<file path="config.mk">
export PLATFORM = sky130hd
export DESIGN_NAME = offset_writeback
export DESIGN_NICKNAME = d
export VERILOG_FILES = /design/src/rtl/offset_writeback.sv
export SDC_FILE = /design/constraint.sdc
export NUM_CORES = 1
export LEC_CHECK = 0
export ABC_AREA = 1
export CAP_MARGIN = 20
export CORE_MARGIN = 3
export CORE_UTILIZATION = 30
export DETAILED_ROUTE_END_ITERATION = 12
export PLACE_DENSITY = 0.5
export SYNTH_ARGS = -nofsm -noshare
export SYNTH_HDL_FRONTEND = slang
export SYNTH_SLANG_ARGS = --single-unit
</file>
<file path="constraint.sdc">
create_clock -name clock -period 4.8 [get_ports clock]
set_input_delay 0.72 -clock clock [delete_from_list [all_inputs] [get_ports clock]]
set_output_delay 0.72 -clock clock [all_outputs]
set_load 0.02 [all_outputs]
</file>
<file path="src/rtl/offset_writeback.sv">
// rtl/offset_writeback.sv - post-increment writeback and software write merge for the offset memory
module offset_writeback #(
  parameter int WORD_WIDTH   = 12,
  parameter int ADDR_WIDTH   = 3,
  parameter int INCR_WIDTH   = 4,
  parameter int READ_LATENCY = 3
) (
  input  logic                  clock,
  input  logic                  reset,
  input  logic                  read_valid,
  input  logic [ADDR_WIDTH-1:0] read_addr,
  input  logic                  incr_enable,
  input  logic [INCR_WIDTH-1:0] increment,
  input  logic [WORD_WIDTH-1:0] offset,
  input  logic                  sw_wren,
  input  logic [ADDR_WIDTH-1:0] sw_addr,
  input  logic [WORD_WIDTH-1:0] sw_data,
  output logic                  wren,
  output logic [ADDR_WIDTH-1:0] write_addr,
  output logic [WORD_WIDTH-1:0] write_data,
  output logic                  incr_dropped
);

  logic [READ_LATENCY-1:0]                 tag_valid;
  logic [READ_LATENCY-1:0][ADDR_WIDTH-1:0] tag_addr;
  logic [READ_LATENCY-1:0][INCR_WIDTH-1:0] tag_incr;

  logic                  hold_valid;
  logic [ADDR_WIDTH-1:0] hold_addr;
  logic [WORD_WIDTH-1:0] hold_data;

  logic                  cand_valid;
  logic [ADDR_WIDTH-1:0] cand_addr;
  logic [WORD_WIDTH-1:0] cand_data;
  logic [WORD_WIDTH-1:0] incr_ext;

  logic                  next_wren;
  logic [ADDR_WIDTH-1:0] next_addr;
  logic [WORD_WIDTH-1:0] next_data;
  logic                  next_drop;
  logic                  next_hold_valid;
  logic [ADDR_WIDTH-1:0] next_hold_addr;
  logic [WORD_WIDTH-1:0] next_hold_data;
  logic                  hold_hit;
  logic                  cand_hit;

  // Tags travel alongside the memory read so the last stage lines up with offset.
  always_ff @(posedge clock) begin
    if (reset) begin
      tag_valid <= '0;
    end else begin
      tag_valid[0] <= read_valid & incr_enable;
      for (int i = 1; i < READ_LATENCY; i++) begin
        tag_valid[i] <= tag_valid[i-1];
      end
    end
    tag_addr[0] <= read_addr;
    tag_incr[0] <= increment;
    for (int i = 1; i < READ_LATENCY; i++) begin
      tag_addr[i] <= tag_addr[i-1];
      tag_incr[i] <= tag_incr[i-1];
    end
  end

  assign incr_ext   = {{(WORD_WIDTH-INCR_WIDTH){tag_incr[READ_LATENCY-1][INCR_WIDTH-1]}},
                       tag_incr[READ_LATENCY-1]};
  assign cand_valid = tag_valid[READ_LATENCY-1];
  assign cand_addr  = tag_addr[READ_LATENCY-1];
  assign cand_data  = offset + incr_ext;

  assign hold_hit = hold_valid && (hold_addr == sw_addr);
  assign cand_hit = cand_valid && (cand_addr == sw_addr);

  always_comb begin
    next_wren       = 1'b0;
    next_addr       = write_addr;
    next_data       = write_data;
    next_drop       = 1'b0;
    next_hold_valid = hold_valid;
    next_hold_addr  = hold_addr;
    next_hold_data  = hold_data;
    if (sw_wren) begin
      next_wren = 1'b1;
      next_addr = sw_addr;
      next_data = sw_data;
      if (hold_hit) begin
        next_hold_valid = 1'b0;
        next_drop       = 1'b1;
      end
      // A held entry discarded by the software write frees the buffer for this candidate.
      if (cand_hit) begin
        next_drop = 1'b1;
      end else if (cand_valid) begin
        if (!hold_valid || hold_hit) begin
          next_hold_valid = 1'b1;
          next_hold_addr  = cand_addr;
          next_hold_data  = cand_data;
        end else begin
          next_drop = 1'b1;
        end
      end
    end else if (hold_valid) begin
      next_wren       = 1'b1;
      next_addr       = hold_addr;
      next_data       = hold_data;
      next_hold_valid = cand_valid;
      next_hold_addr  = cand_addr;
      next_hold_data  = cand_data;
    end else if (cand_valid) begin
      next_wren = 1'b1;
      next_addr = cand_addr;
      next_data = cand_data;
    end
  end

  always_ff @(posedge clock) begin
    if (reset) begin
      wren         <= 1'b0;
      write_addr   <= '0;
      write_data   <= '0;
      incr_dropped <= 1'b0;
      hold_valid   <= 1'b0;
      hold_addr    <= '0;
      hold_data    <= '0;
    end else begin
      wren         <= next_wren;
      write_addr   <= next_addr;
      write_data   <= next_data;
      incr_dropped <= next_drop;
      hold_valid   <= next_hold_valid;
      hold_addr    <= next_hold_addr;
      hold_data    <= next_hold_data;
    end
  end

endmodule

</file>
[Yosys cells after proc, flatten, opt, wreduce, memory -nomap -nowiden]
Index checks and enable logic that the tools add are counted.
Storage, ports and cells
  flip-flop bits (word level): 57
  bits in latches: 0
  bits in writable memories: 0
  memory bits (read-only): 0
  input port bits: 39
  output and inout port bits: 17
  logic and storage cells: 59
  memories: 0
Cells by class
  add/sub/neg operators: 1
  multipliers: 0
  div/mod/pow operators: 0
  $lt $le $gt $ge: 0
  equality and inequality tests: 5
  shifts and indexed selects: 0
  mux-type cells: 29
  bitwise operators: 2
  reduce and logical (&&, ||, !) cells: 8
Operators with widths (count)
  $mux W12: 8
  $mux W3: 8
  $mux W1: 13
  $add A12 B12 Y12: 1
  $eq A3 B3 Y1: 2
  $ne A2 B1 Y1 const B: 2
  $reduce_and A4 Y1: 1
  $reduce_bool A3 Y1: 1
  $logic_and A1 B1 Y1: 2
  $ne A2 B2 Y1 const B: 1
  $reduce_bool A2 Y1: 1
  $reduce_or A2 Y1: 1
  $and A1 B1 Y1: 1
  $logic_not A1 Y1: 1
  $logic_or A1 B1 Y1: 1
  $not A1 Y1: 1

[Depth between registers and ports, before layout]
  word-level depth: 7
  mapped depth: 11

[Worst setup path after synthesis]
No wires, ideal clock.
  path type: input -> register
  start point: in offset[0]
  end point: reg write_data[6]
  data arrival time: 1.993 ns
  data required time: 4.668 ns
  slack: 2.674 ns
  cell stages on the path: 9
  cell sequence: ha_1 fa_1 nand2_1 nand3_1 nand3_1 nand2_1 xor2_1 o21ai_0 a21oi_1
On the way
  cells in the longest elaborated chain, start to end: 4
RTL lines
  start, declared: line 14  | input logic [WORD_WIDTH-1:0] offset,
  $add A12 B12 Y12: line 69  | assign cand_data = offset + incr_ext;
  $mux W12: line 109  | end else if (cand_valid) begin
  $mux W12: line 102  | end else if (hold_valid) begin
  $mux W12: line 82  | if (sw_wren) begin
  end signal, assigned: line 128  | write_data <= next_data;
  end, declared: line 20  | output logic [WORD_WIDTH-1:0] write_data,
No other way between the ends. The select of a mux whose other input is x is not followed.
A chain may end at the register's enable or synchronous reset.

[Final worst setup path]
  start point: in offset[0]
  end point: reg write_data[8]
Same word-level chain as after synthesis.

==> Flow_metrics.wiki <==
{| class="wikitable"
! Metric !! Value
|-
| Status || finished clean
|-
| Final wirelength || 6.73 mm
|-
| Largest net degree at the start of global routing || 23
|-
| Count of nets after finishing || 469
|-
| Global placement routability congestion || 0.836
|-
| Class of the tightest hold or removal check || reg2reg
|-
| Final routed wire length divided by cell count || 12.7 µm
|-
| Highest cell delay on the worst timing path || 450 ps
|-
| Top flip-flop cell by instance count after synthesis || dfxtp_1
|-
| N_diodes || 0
|-
| Post-CTS clock slew at the launch and capture registers of the worst setup and hold paths || 70 ps
|-
| Number of hold violations in the final report || 0
|-
| Floorplan core area || 8810 µm²
|-
| Number of global-route vias before repair || 2323
|-
| Worst-case headroom to the max-slew limit || 0.475
|-
| Top cell type by total area after synthesis || dfxtp_1
|-
| Capture point of the critical path || write_data[8]$_SDFFE_PP0P_
|-
| Effective utilization at floorplan || 0.312
|-
| Post-synthesis sequential area ratio || 0.416
|-
| Final setup vio count || 0
|-
| Clock tree from TritonCTS || yes
|-
| Setup tns final || 0 ps
|-
| Post-detailed-route count of antenna-violating nets || 0
|-
| Postcts setup bufs || 0
|-
| Dominant cell by count in the synthesized netlist || nand2_1
|-
| DR DRC count || 0
|-
| Number of vias after detailed routing || 2424
|-
| Slowest stage cell, crit path || fa_1
|-
| Arrival time of the worst setup path || 2670 ps
|-
| Max VDD drop || 0.000213 V
|-
| Clock sink count || 57
|-
| Share of post-route cells with drive strength above 1 || 0.0877
|-
| Synthesized instance count || 363
|-
| Leakage Power || 1.66 nW
|-
| Number of max-slew violations in the final report || 0
|-
| CTS resizes || 0
|-
| Synth top cells by count || nand2_1, dfxtp_1, nor2_1
|-
| Overall die width || 102 µm
|-
| Post-layout minimum cycle time || 2490 ps
|-
| Launching element of the worst setup path || offset[0]
|-
| Post-synth ARST share || 0
|-
| CP delay by family, top || adder cells
|-
| Global-route wire length before repair || 11.0 mm
|-
| Required time of the critical path || 4990 ps
|-
| Critical path peak fanout || 3
|-
| Synth Register Bits || 57
|-
| Worst slew pin tran || 786 ps
|-
| Critical R2R Capture || write_data[8]$_SDFFE_PP0P_
|-
| Setup repair after global routing missed its margin || no
|-
| Total stage count of the critical path || 11
|-
| Main area contributors after synthesis || dfxtp_1, nand2_1, nor2_1, inv_1, ha_1
|-
| Number of H-tree branching levels || 3
|-
| Upper clock frequency limit || 402 MHz
|-
| Syn-to-layout area delta || 30.2%
|-
| Share of Yosys cell area claimed by the top area cell type || 0.416
|-
| Total buffers and inverters traversed by the critical path || 1
|-
| CP cell instances || clkdlybuf4s50_1 > ha_1 > fa_1 > nand2_1 > nand3_1 > nand3_1 > nand2_1 > nand2_1 > nand2_1 > o21ai_0 > a21oi_1
|-
| EDFF count, synth || 0
|-
| Crit Reg-Reg Startpoint || incr_ext[3]$_DFF_P_
|-
| Total routing usage reported by global routing || 0.136
|-
| Reg2Reg Setup Slack || 2780 ps
|-
| Max capacitance violation total || 0
|-
| Util after Layout || 0.406
|-
| CTS Root Buffer Type || clkbuf_8
|-
| Vertical extent of the die || 102 µm
|-
| Total overflow reported by the global router || 0
|-
| Crit share post-route || 0.518
|-
| Cell seen most often among critical-path stages || nand2_1
|-
| CTS Hold Bufs || 0
|-
| Synthesized cell area || 2750 µm²
|-
| Drt first-iter violations || 68
|-
| Average instance area after synthesis || 7.56 µm²
|-
| Register-to-Register Path Depth || 9
|-
| Number of antenna violations at the first check in global routing || 0
|-
| Count of synthesis-stage warnings from yosys || 0
|-
| Number of I/O pins || 56
|-
| CTS buffer count || 9
|-
| Later-pin clock latency in the skew report || 330 ps
|-
| Startpoint type of the worst setup path || primary input
|-
| Die area || 10300 µm²
|-
| Setup Skew || 8.64 ps
|-
| First drt pass iteration count || 4
|-
| Number of core rows || 34
|-
| Maximum buffer depth of the clock tree || 2
|-
| Post-detailed-placement half-perimeter wirelength || 4.91 mm
|-
| Number of distinct standard cells referenced by the synthesized netlist || 34
|-
| Input/output buffers || 55
|-
| Cell Area, Placed || 3360 µm²
|-
| Kind of capture point of the worst setup path || register
|-
| Final Instance Area || 3570 µm²
|-
| Drt via density || 4.57
|-
| Setup Crit Path Kind || in2reg
|-
| Power Density || 330 nW/µm²
|-
| Syn nets || 414
|}
worst register-to-register path: cells and delay by family, from the launching register on:
family / cells / cell delay (ps)
AO/OA/AOI/OAI: 3 / 600
adder cells (fa/ha/maj): 1 / 360
flip-flops: 1 / 530
AND/OR/NAND/NOR: 5 / 380
power breakdown:
part	internal, mW	switching, mW
registers	0.494	0.0112
clock network	0.293	0.183
logic	0.0915	0.106
per-stage QoR:
| step | hold WS (ps) | power, mW | instances | setup WS [ps] |
|---|---|---|---|---|
| finish | 326 | 1.18 | 530 | 2310 |
| global route | 335 | 1.24 | 530 | 2160 |
| CTS | 327 | 1.20 | 530 | 2340 |
| detailed placement | 312 | 0.715 | 515 | 1990 |
| global placement | 310 | 0.715 | 515 | 2000 |
| floorplan | 310 | 0.637 | 363 | 2670 |
per-layer routing:
metal | wire [µm] | vias up | track usage | share of wire
met4 | 49 | 0 | 0.0368 | 0.0073
met5 | 0 | - | 0 | 0
met1 | 3420 | 1086 | 0.186 | 0.51
met2 | 2880 | 56 | 0.205 | 0.43
met3 | 385 | 4 | 0.0461 | 0.057
li1 | - | 1278 | - | -
final cells by class:
class                           instances  area [µm²]
Multi-Input combinational cell        252        1360
Clock inverter                          2        35.0
Sequential cell                        57        1140
Inverter                               43         169
Timing Repair Buffer                   55         551
Tap cell                              108         135
Clock buffer                           13         179
Fill cell                             907        5230
state kept, by name, summed over array words and instances, names as in the netlist:
signal / count
tag_incr: 8
incr_ext: 4
wren: 1
write_data: 12
write_addr: 3
hold_addr: 3
tag_valid: 3
incr_dropped: 1
tag_addr: 6
cand_addr: 3
hold_data: 12
hold_valid: 1
layout by cell type, fill, tap and decap left out:
master	n
ha_1	11
or2_2	3
o21ai_1	10
bufinv_16	1
clkdlybuf4s50_1	55
inv_1	39
inv_2	3
nand2_1	74
and2_1	1
clkinv_2	1
nand4_1	3
o311ai_1	1
xor2_1	4
nand2_4	1
fa_1	1
nand2_2	1
nand3_1	18
nand3_2	4
o21ai_0	10
dfxtp_1	57
inv_8	1
nor2_1	56
nand2_8	1
nor2_2	8
xnor2_1	8
a31oi_1	4
o2111a_1	1
a22o_1	8
a221oi_1	1
o211ai_1	5
a21oi_1	18
clkbuf_8	13
cell families after synthesis:
group,after synthesis,share of synthesized area
buffers and inverters,54,0.0875
AO/OA/AOI/OAI,58,0.128
XOR/XNOR,12,0.0383
flip-flops,57,0.416
adder cells (fa/ha/maj),12,0.0574
AND/OR/NAND/NOR,170,0.273
worst min path at each step:
| stage | startpoint | depth (start not counted) | end | slack [ps] |
|---|---|---|---|---|
| floorplan | tag_addr[3]$_DFF_P_ | 0 | cand_addr[0]$_DFF_P_ | 310 |
| global placement | tag_incr[5]$_DFF_P_ | 0 | incr_ext[1]$_DFF_P_ | 310 |
| detailed placement | tag_addr[2]$_DFF_P_ | 0 | tag_addr[5]$_DFF_P_ | 310 |
| CTS | tag_addr[5]$_DFF_P_ | 0 | cand_addr[2]$_DFF_P_ | 330 |
| global route | tag_incr[0]$_DFF_P_ | 0 | tag_incr[4]$_DFF_P_ | 330 |
| finish | tag_incr[6]$_DFF_P_ | 0 | incr_ext[2]$_DFF_P_ | 330 |
No activity file was read; power rests on OpenSTA's default activity.
